<file path="config.mk">
export PLATFORM = sky130hd
export DESIGN_NAME = uart_tx
export DESIGN_NICKNAME = d
export VERILOG_FILES = /design/src/rtl/uart_pkg.sv /design/src/rtl/uart_baud_cnt.sv /design/src/rtl/uart_tx.sv
export SDC_FILE = /design/constraint.sdc
export NUM_CORES = 1
export LEC_CHECK = 0
export BUFFER_PORTS_ARGS = -buffer_cell sky130_fd_sc_hd__buf_2
export CORE_MARGIN = 2
export CORE_UTILIZATION = 50
export CTS_CLUSTER_DIAMETER = 40
export DETAILED_ROUTE_END_ITERATION = 7
export GPL_TIMING_DRIVEN = 0
export PLACE_DENSITY = 0.81
export SLEW_MARGIN = 20
export SYNTH_ARGS = -nofsm -noshare
export SYNTH_HDL_FRONTEND = slang
export SYNTH_SLANG_ARGS = --single-unit
</file>
<file path="constraint.sdc">
create_clock -name clk -period 2.1 [get_ports clk]
set_clock_uncertainty 0.2 [all_clocks]
set_input_delay 0.105 -clock clk [delete_from_list [all_inputs] [get_ports clk]]
set_output_delay 0.105 -clock clk [all_outputs]
set_load 0.005 [all_outputs]
</file>
<file path="src/rtl/uart_pkg.sv">
// Shared UART definitions: FSM state encoding (common to the tx and rx FSMs)
// and the idle line level.
package uart_pkg;

  typedef enum logic [2:0] {
    IDLE   = 3'd0,
    START  = 3'd1,
    DATA   = 3'd2,
    PARITY = 3'd3,
    STOP   = 3'd4
  } uart_state_t;

  localparam logic LINE_IDLE = 1'b1;

endpackage

</file>
<file path="src/rtl/uart_baud_cnt.sv">
// Clocks-per-bit counter: wraps 0..CLKS_PER_BIT-1 while enabled and flags
// the last cycle of each bit period.
module uart_baud_cnt #(
  parameter int CLKS_PER_BIT = 16
) (
  input  logic clk,
  input  logic reset,
  input  logic clear,
  input  logic en,
  output logic bit_tick
);

  localparam int CNT_W = (CLKS_PER_BIT > 2) ? $clog2(CLKS_PER_BIT) : 1;
  localparam logic [CNT_W-1:0] LAST = CNT_W'(CLKS_PER_BIT - 1);

  logic [CNT_W-1:0] r_cnt;

  always_ff @(posedge clk or posedge reset) begin
    if (reset) begin
      r_cnt <= '0;
    end else if (clear) begin
      r_cnt <= '0;
    end else if (en) begin
      if (r_cnt == LAST) r_cnt <= '0;
      else               r_cnt <= r_cnt + 1'b1;
    end
  end

  assign bit_tick = (r_cnt == LAST);

endmodule

</file>
<file path="src/rtl/uart_tx.sv">
// UART transmitter: start bit, DATA_BITS data bits LSB first, optional parity,
// one stop bit. All outputs registered from the next-state decode.
module uart_tx
  import uart_pkg::*;
#(
  parameter int DATA_BITS    = 8,
  parameter int CLKS_PER_BIT = 16,
  parameter int PARITY_EN    = 1,
  parameter int PARITY_ODD   = 0
) (
  input  logic                 clk,
  input  logic                 reset,
  input  logic                 tx_start,
  input  logic [DATA_BITS-1:0] tx_data,
  output logic                 tx,
  output logic                 busy,
  output logic                 done
);

  localparam int BIT_W = $clog2(DATA_BITS);
  localparam logic [BIT_W-1:0] LAST_BIT = BIT_W'(DATA_BITS - 1);

  uart_state_t          r_state, w_state_nxt;
  logic [DATA_BITS-1:0] r_shift, w_shift_nxt;
  logic [BIT_W-1:0]     r_bit, w_bit_nxt;
  logic                 r_par, w_par_nxt;
  logic                 r_tx, w_tx_nxt;
  logic                 r_busy, w_busy_nxt;
  logic                 r_done, w_done_nxt;
  logic                 w_tick;
  logic                 w_clear;
  logic                 w_en;

  function automatic logic parity_bit(input logic [DATA_BITS-1:0] d);
    return (^d) ^ (PARITY_ODD != 0);
  endfunction

  assign w_clear = (r_state == IDLE);
  assign w_en    = (r_state != IDLE);

  uart_baud_cnt #(
    .CLKS_PER_BIT(CLKS_PER_BIT)
  ) u_baud (
    .clk     (clk),
    .reset   (reset),
    .clear   (w_clear),
    .en      (w_en),
    .bit_tick(w_tick)
  );

  always_comb begin
    w_state_nxt = r_state;
    w_shift_nxt = r_shift;
    w_bit_nxt   = r_bit;
    w_par_nxt   = r_par;
    w_done_nxt  = 1'b0;
    w_tx_nxt    = LINE_IDLE;
    w_busy_nxt  = 1'b0;

    case (r_state)
      IDLE: begin
        if (tx_start) begin
          w_state_nxt = START;
          w_shift_nxt = tx_data;
          w_par_nxt   = parity_bit(tx_data);
          w_bit_nxt   = '0;
        end
      end
      START: begin
        if (w_tick) w_state_nxt = DATA;
      end
      DATA: begin
        if (w_tick) begin
          w_shift_nxt = r_shift >> 1;
          if (r_bit == LAST_BIT) begin
            w_bit_nxt   = '0;
            w_state_nxt = (PARITY_EN != 0) ? PARITY : STOP;
          end else begin
            w_bit_nxt = r_bit + 1'b1;
          end
        end
      end
      PARITY: begin
        if (w_tick) w_state_nxt = STOP;
      end
      STOP: begin
        if (w_tick) begin
          w_state_nxt = IDLE;
          w_done_nxt  = 1'b1;
        end
      end
      default: w_state_nxt = IDLE;
    endcase

    // Line level is decoded from the state being entered so tx comes straight off a flop.
    case (w_state_nxt)
      START:  begin w_tx_nxt = 1'b0;           w_busy_nxt = 1'b1; end
      DATA:   begin w_tx_nxt = w_shift_nxt[0]; w_busy_nxt = 1'b1; end
      PARITY: begin w_tx_nxt = w_par_nxt;      w_busy_nxt = 1'b1; end
      STOP:   begin w_tx_nxt = 1'b1;           w_busy_nxt = 1'b1; end
      default: begin w_tx_nxt = LINE_IDLE;     w_busy_nxt = 1'b0; end
    endcase
  end

  always_ff @(posedge clk or posedge reset) begin
    if (reset) begin
      r_state <= IDLE;
      r_shift <= '0;
      r_bit   <= '0;
      r_par   <= 1'b0;
      r_tx    <= LINE_IDLE;
      r_busy  <= 1'b0;
      r_done  <= 1'b0;
    end else begin
      r_state <= w_state_nxt;
      r_shift <= w_shift_nxt;
      r_bit   <= w_bit_nxt;
      r_par   <= w_par_nxt;
      r_tx    <= w_tx_nxt;
      r_busy  <= w_busy_nxt;
      r_done  <= w_done_nxt;
    end
  end

  assign tx   = r_tx;
  assign busy = r_busy;
  assign done = r_done;

endmodule

</file>
# Yosys cells after proc, flatten, opt, wreduce, memory -nomap -nowiden
# Cells that the tools add are included.
dict set report word_totals {
  reg_bits 22
  inputBits 11
  out_inout_bits 3
  wordCells 53
}
dict set report classes {
  add_sub_neg 2
  eq_ne 12
  mux 23
  n_reduce_logical 7
}
# cell count
set ops {}
lappend ops {{3-bit two-way mux} 9}
lappend ops {{8-bit two-way mux} 2}
lappend ops {{8-bit one-hot mux with 2 select lines} 1}
lappend ops {{3-bit one-hot mux with 5 select lines} 1}
lappend ops {{3-bit by 2-bit equality test with 1-bit output (second input constant)} 4}
lappend ops {{4-bit two-way mux} 3}
lappend ops {{3-bit equality test (second input constant)} 3}
lappend ops {{8-bit parity} 1}
lappend ops {{3-bit by 1-bit equality test with 1-bit output (second input constant)} 2}
lappend ops {{3-bit one-hot mux with 2 select lines} 1}
lappend ops {{1-bit two-way mux} 5}
lappend ops {{4-bit by 1-bit adder with 4-bit output (second input constant)} 1}
lappend ops {{4-bit equality test (second input constant)} 1}
lappend ops {{2-bit nonzero test} 2}
lappend ops {{4-bit OR reduction} 1}
lappend ops {{3-bit by 1-bit adder with 3-bit output (second input constant)} 1}
lappend ops {{3-bit logical NOT} 1}
lappend ops {{1-bit one-hot mux with 3 select lines} 1}
lappend ops {{3-bit AND reduction} 1}
lappend ops {{3-bit nonzero test} 1}
lappend ops {{2-bit by 1-bit inequality test with 1-bit output (second input constant)} 1}
lappend ops {{2-bit inequality test (second input constant)} 1}

# Depth between registers and ports, before layout
dict set report depth {
  ltp_word 7
  mapped_depth 7
  ltp_nobuf 5
}

# Hierarchy
# A second synthesis with hierarchy kept.
dict set report hier_totals {
  hier_cells 108
  area_unflattened_um2 1098.6
}
# module n_inst cells_per_inst area_per_inst_um2 seq_area_each_um2
set modules_own_cells {}
lappend modules_own_cells {uart_tx 1 87 888.4 451.7}
lappend modules_own_cells {uart_baud_cnt 1 21 210.2 100.1}

# Worst setup path before layout
# No wires, ideal clock.
dict set report synth_timing {
  path_kind {register to register}
  startpoint {reg u_baud.r_cnt[0]}
  endpoint {reg r_busy, in the netlist busy}
  setup_time_ns 0.131
  arrival_ns 1.638
  t_required_ns 1.769
  slack_ns 0.131
  path_stages_with_launch 7
  n_path_buf 1
  synth_period_minus_slack_ns 1.969
  path_cell_list {dfrtp_1 > ha_1 > and3_1 > buf_2 > a311oi_1 > nor3_1 > or3_1}
}
dict set report synth_via {
  elab_chain_len 6
  elab_cells_between_ends 12
  classes_between {5 x eq/ne; 6 x mux; 1 x reduce/logical}
}
# item line
set synth_lines {}
lappend synth_lines {{from (decl)} uart_baud_cnt.sv:16} ;# logic [CNT_W-1:0] r_cnt;
lappend synth_lines {{from (signal assigned)} uart_baud_cnt.sv:25} ;# else r_cnt <= r_cnt + 1'b1;
lappend synth_lines {{4-bit equality test *} uart_baud_cnt.sv:29} ;# assign bit_tick = (r_cnt == LAST);
lappend synth_lines {{3-bit two-way mux (on tied branches)} n/a}
lappend synth_lines {{3-bit one-hot mux with 5 select lines *} uart_tx.sv:60} ;# case (r_state)
lappend synth_lines {{net w_state_nxt[0]} uart_tx.sv:23} ;# uart_state_t r_state, w_state_nxt;
lappend synth_lines {{3-bit equality test (tied with other cells)} uart_tx.sv:96} ;# case (w_state_nxt)
lappend synth_lines {{4-bit OR reduction (no source line) *} n/a}
lappend synth_lines {{1-bit two-way mux *} uart_tx.sv:96}
lappend synth_lines {{net w_busy_nxt} uart_tx.sv:28} ;# logic r_busy, w_busy_nxt;
lappend synth_lines {{to (signal assigned)} uart_tx.sv:120} ;# r_busy <= w_busy_nxt;
lappend synth_lines {{to (decl)} uart_tx.sv:28}
# Mark *: on every way through the listed nets, which the timed path passes. The rest lies on a longest branch.
# A chain may end at the register's enable or synchronous reset.

# Worst setup path in the final report
# Ends and elaborated chain as after synthesis.

==> results.md <==
* Remaining DRCs at 0
* FP Rows at 16
* Final Wtd Congestion at 0.794
* Combinational Power Share at 0.370
* Sequential element share of the synthesized area at 0.509
* Largest family of logic cells by synthesized area: simple AND/OR/NAND/NOR gates
* Reg power frac at 0.481
* Routed via count at 866
* Worst-path clk slew at 0.12 ns
* Leading area contributor after synthesis: dfrtp_1
* Compound-cell area share of the yosys netlist at 0.141
* Htree depth at 1
* Final #Nets at 147
* Drt pass-1 iters at 4
* Inst Count DP at 145
* Post-CTS Setup Repair Bufs at 0
* Post-synth EDFFs at 0
* Fin crit period at 2.04 ns
* CTS tree: done
* Yosys warns at 0
* Most frequent cell after synthesis: dfrtp_1
* Final cell count without fillers at 159
* Clock group share of total power at 0.149
* Critical Path AT at 2.03 ns
* Startpoint Class: register
* FF/Latch Area at 552 um2
* Area share of and/or/nand/nor cells after synthesis at 0.212
* Leak Pwr at 0.000613 uW
* Maximum VDD drop at 0.751 mV
* Starting Density at 0.541
* Final period util at 0.971
* CP max FO at 7
* # diodes at 0
* Post-synthesis mux area share at 0
* Yosys cell types at 33
* Mapped Area at 0.00108 mm2
* Pwr Density at 1130 mW/mm2
* Worst setup EP type: register
* Vias in the first global route at 844
* Max_cap viols at 0
* DRT antenna net count at 0
* Top post-synthesis cells by count: dfrtp_1, nand2_1, xnor2_1, nor2_1, a22oi_1
* Design area at 0.00136 mm2
* Share of cells above drive strength 1 at 0.220
* Worst Path Required at 2.09 ns
* Avg Synthesized Cell Area at 10.3 um2
* Die ar. at 0.00256 mm2
* DRT iter0 DRCs at 20
* Total wire length at 2.38 mm
* Buffers added on ports at 13
* XOR/XNOR share of the synthesized area at 0.0727
* DP Wirelength at 1.42 mm
* Routed len/inst at 15.0 um
* Antenna violations before repair at 0
* Remaining global-route overflow at 0
* Slew Limit Headroom at 0.458
* Multi-input gate area at 541 um2
* Num CTS Buffers at 3
* Slew Limit Fails at 0
* Yosys reg bits at 22
* Root buffer cell: clkbuf_4
* Core outline area at 0.00200 mm2
* Synthesized instance count at 105
* Maximum clock rate at 0.490 GHz
* Largest net degree at the start of global routing at 23
* Main synth FF type: dfrtp_1
* Final hold violation count at 0
* Worst min path class: in2async
* Status: finished clean
* Worst skew pair latency at 0.30 ns
* Switching pwr at 559 uW
* Sw Ratio at 0.364
* Post-synthesis adder-cell area fraction at 0.0346
* Vias per cell at 5.45
* Dpl cell area at 0.00118 mm2
* Worst slew pin tran at 0.812 ns
* Asr flop ratio synth at 1.00
* # IOs at 14
* Syn Nets at 119
* Area grow syn2layout at 25.8%
* Clock tree sinks at 22
* Synth area leaders: dfrtp_1, xnor2_1, nand2_1
* Top-area cell type share of the netlist area at 0.485
* Setup violations, final at 0
* Critical path class: reg2reg
* GR Util All Layers at 0.201
* First-pass GRT wire length at 3.80 mm
* Filler Cells Inserted at 158
* Die W at 50.6 um
* Pint at 977 uW
* Die Span Y at 50.6 um
* Max Buffers Root-to-Sink at 2
-- cells by family after synthesis --
kind of cell    after synthesis
simple gates                 42
fa+ha+maj                     3
compound gates               22
flops                        22
buf+inv                       7
xor+xnor                      9
-- path summary, 6_finish.rpt --
kind	start	to	slack (ns)	depth (start not counted)
min in group clk	r_shift[2]	r_shift[2]	0.29	2
max in group asynchronous	reset	r_bit[0]	0.92	3
max	u_baud.r_cnt[0]	busy	0.06	6
min	reset	u_baud.r_cnt[2]	0.28	3
min reg2reg	r_shift[2]	r_shift[2]	0.29	2
max reg2reg	u_baud.r_cnt[0]	busy	0.06	6
-- worst max-delay path, cell delays in order, from the launching register on --
cell and delay, ns:
dfrtp_1 0.46, ha_4 0.20, and3_1 0.14, clkbuf_4 0.18, a311oi_4 0.31, nor3_2 0.10, or3_1 0.35
-- area by class of cell --
cell class / instances / area share
Sequential cell: 22 / 0.405
Clock buffer: 4 / 0.0266
Tap cell: 27 / 0.0248
Timing Repair Buffer: 23 / 0.121
Buffer: 5 / 0.0202
Multi-Input combinational cell: 76 / 0.397
Inverter: 2 / 0.00551
-- per-stage QoR --
step | hold slack [ns] | worst slack, ns | utilization | TNS, ns | total power (uW)
floorplan | -0.107 | 0.131 | - | 0 | 1090
global placement | 0.0924 | -0.00681 | 0.591 | -0.00681 | 1180
detailed placement | 0.103 | -0.0453 | 0.591 | -0.0453 | 1220
CTS | 0.295 | 0.0155 | 0.663 | 0 | 1480
global route | 0.322 | -0.0211 | 0.681 | -0.0211 | 1660
finish | 0.281 | 0.0608 | 0.681 | 0 | 1540
-- power groups by stage --
| stage | clock [uW] | combinational, uW | sequential, uW |
|---|---|---|---|
| 2_1_floorplan | 0 | 389 | 700 |
| 3_3_place_gp | 0 | 469 | 716 |
| 3_5_place_dp | 0 | 496 | 725 |
| 4_1_cts | 239 | 521 | 717 |
| 5_1_grt | 259 | 642 | 760 |
| 6_report | 230 | 568 | 739 |
-- flip-flops by register name, summed over array words and instances, names as in the netlist --
name / count
busy: 1
done: 1
r_bit: 3
r_par: 1
r_shift: 8
r_state: 3
tx: 1
u_baud.r_cnt: 4
-- layout by cell type (no fill, tap or decap), types with 2 or more instances in the layout --
master          n
nand2b_1        2
inv_1           2
a22oi_1         6
nand2_1        17
a21oi_1         3
dfrtp_1        21
nor3_1          2
o21ai_0         5
xnor2_1         9
nand3_1         2
clkbuf_4        4
nor2b_1         2
nor2_1          7
buf_2          14
clkbuf_1        2
a22o_1          2
dlygate4sd3_1  10
ha_1            2
-- layer usage --
metal	global-route usage	part of all wire
met1	0.255	0.44
met2	0.349	0.51
met3	0.0268	0.025
met4	0.0721	0.026
met5	0	0
-- timing repair --
| action | 4_1_cts | 5_1_grt |
|---|---|---|
| gates resized for setup | 2 | 6 |
| hold buffers | 10 | 0 |
| cloned | 0 | 0 |
| endpoints found under the setup margin | 2 | 9 |
| pin swaps | 1 | 1 |
| hold endpoints to repair | 30 | 0 |
Power figures use the tool's default switching activity.
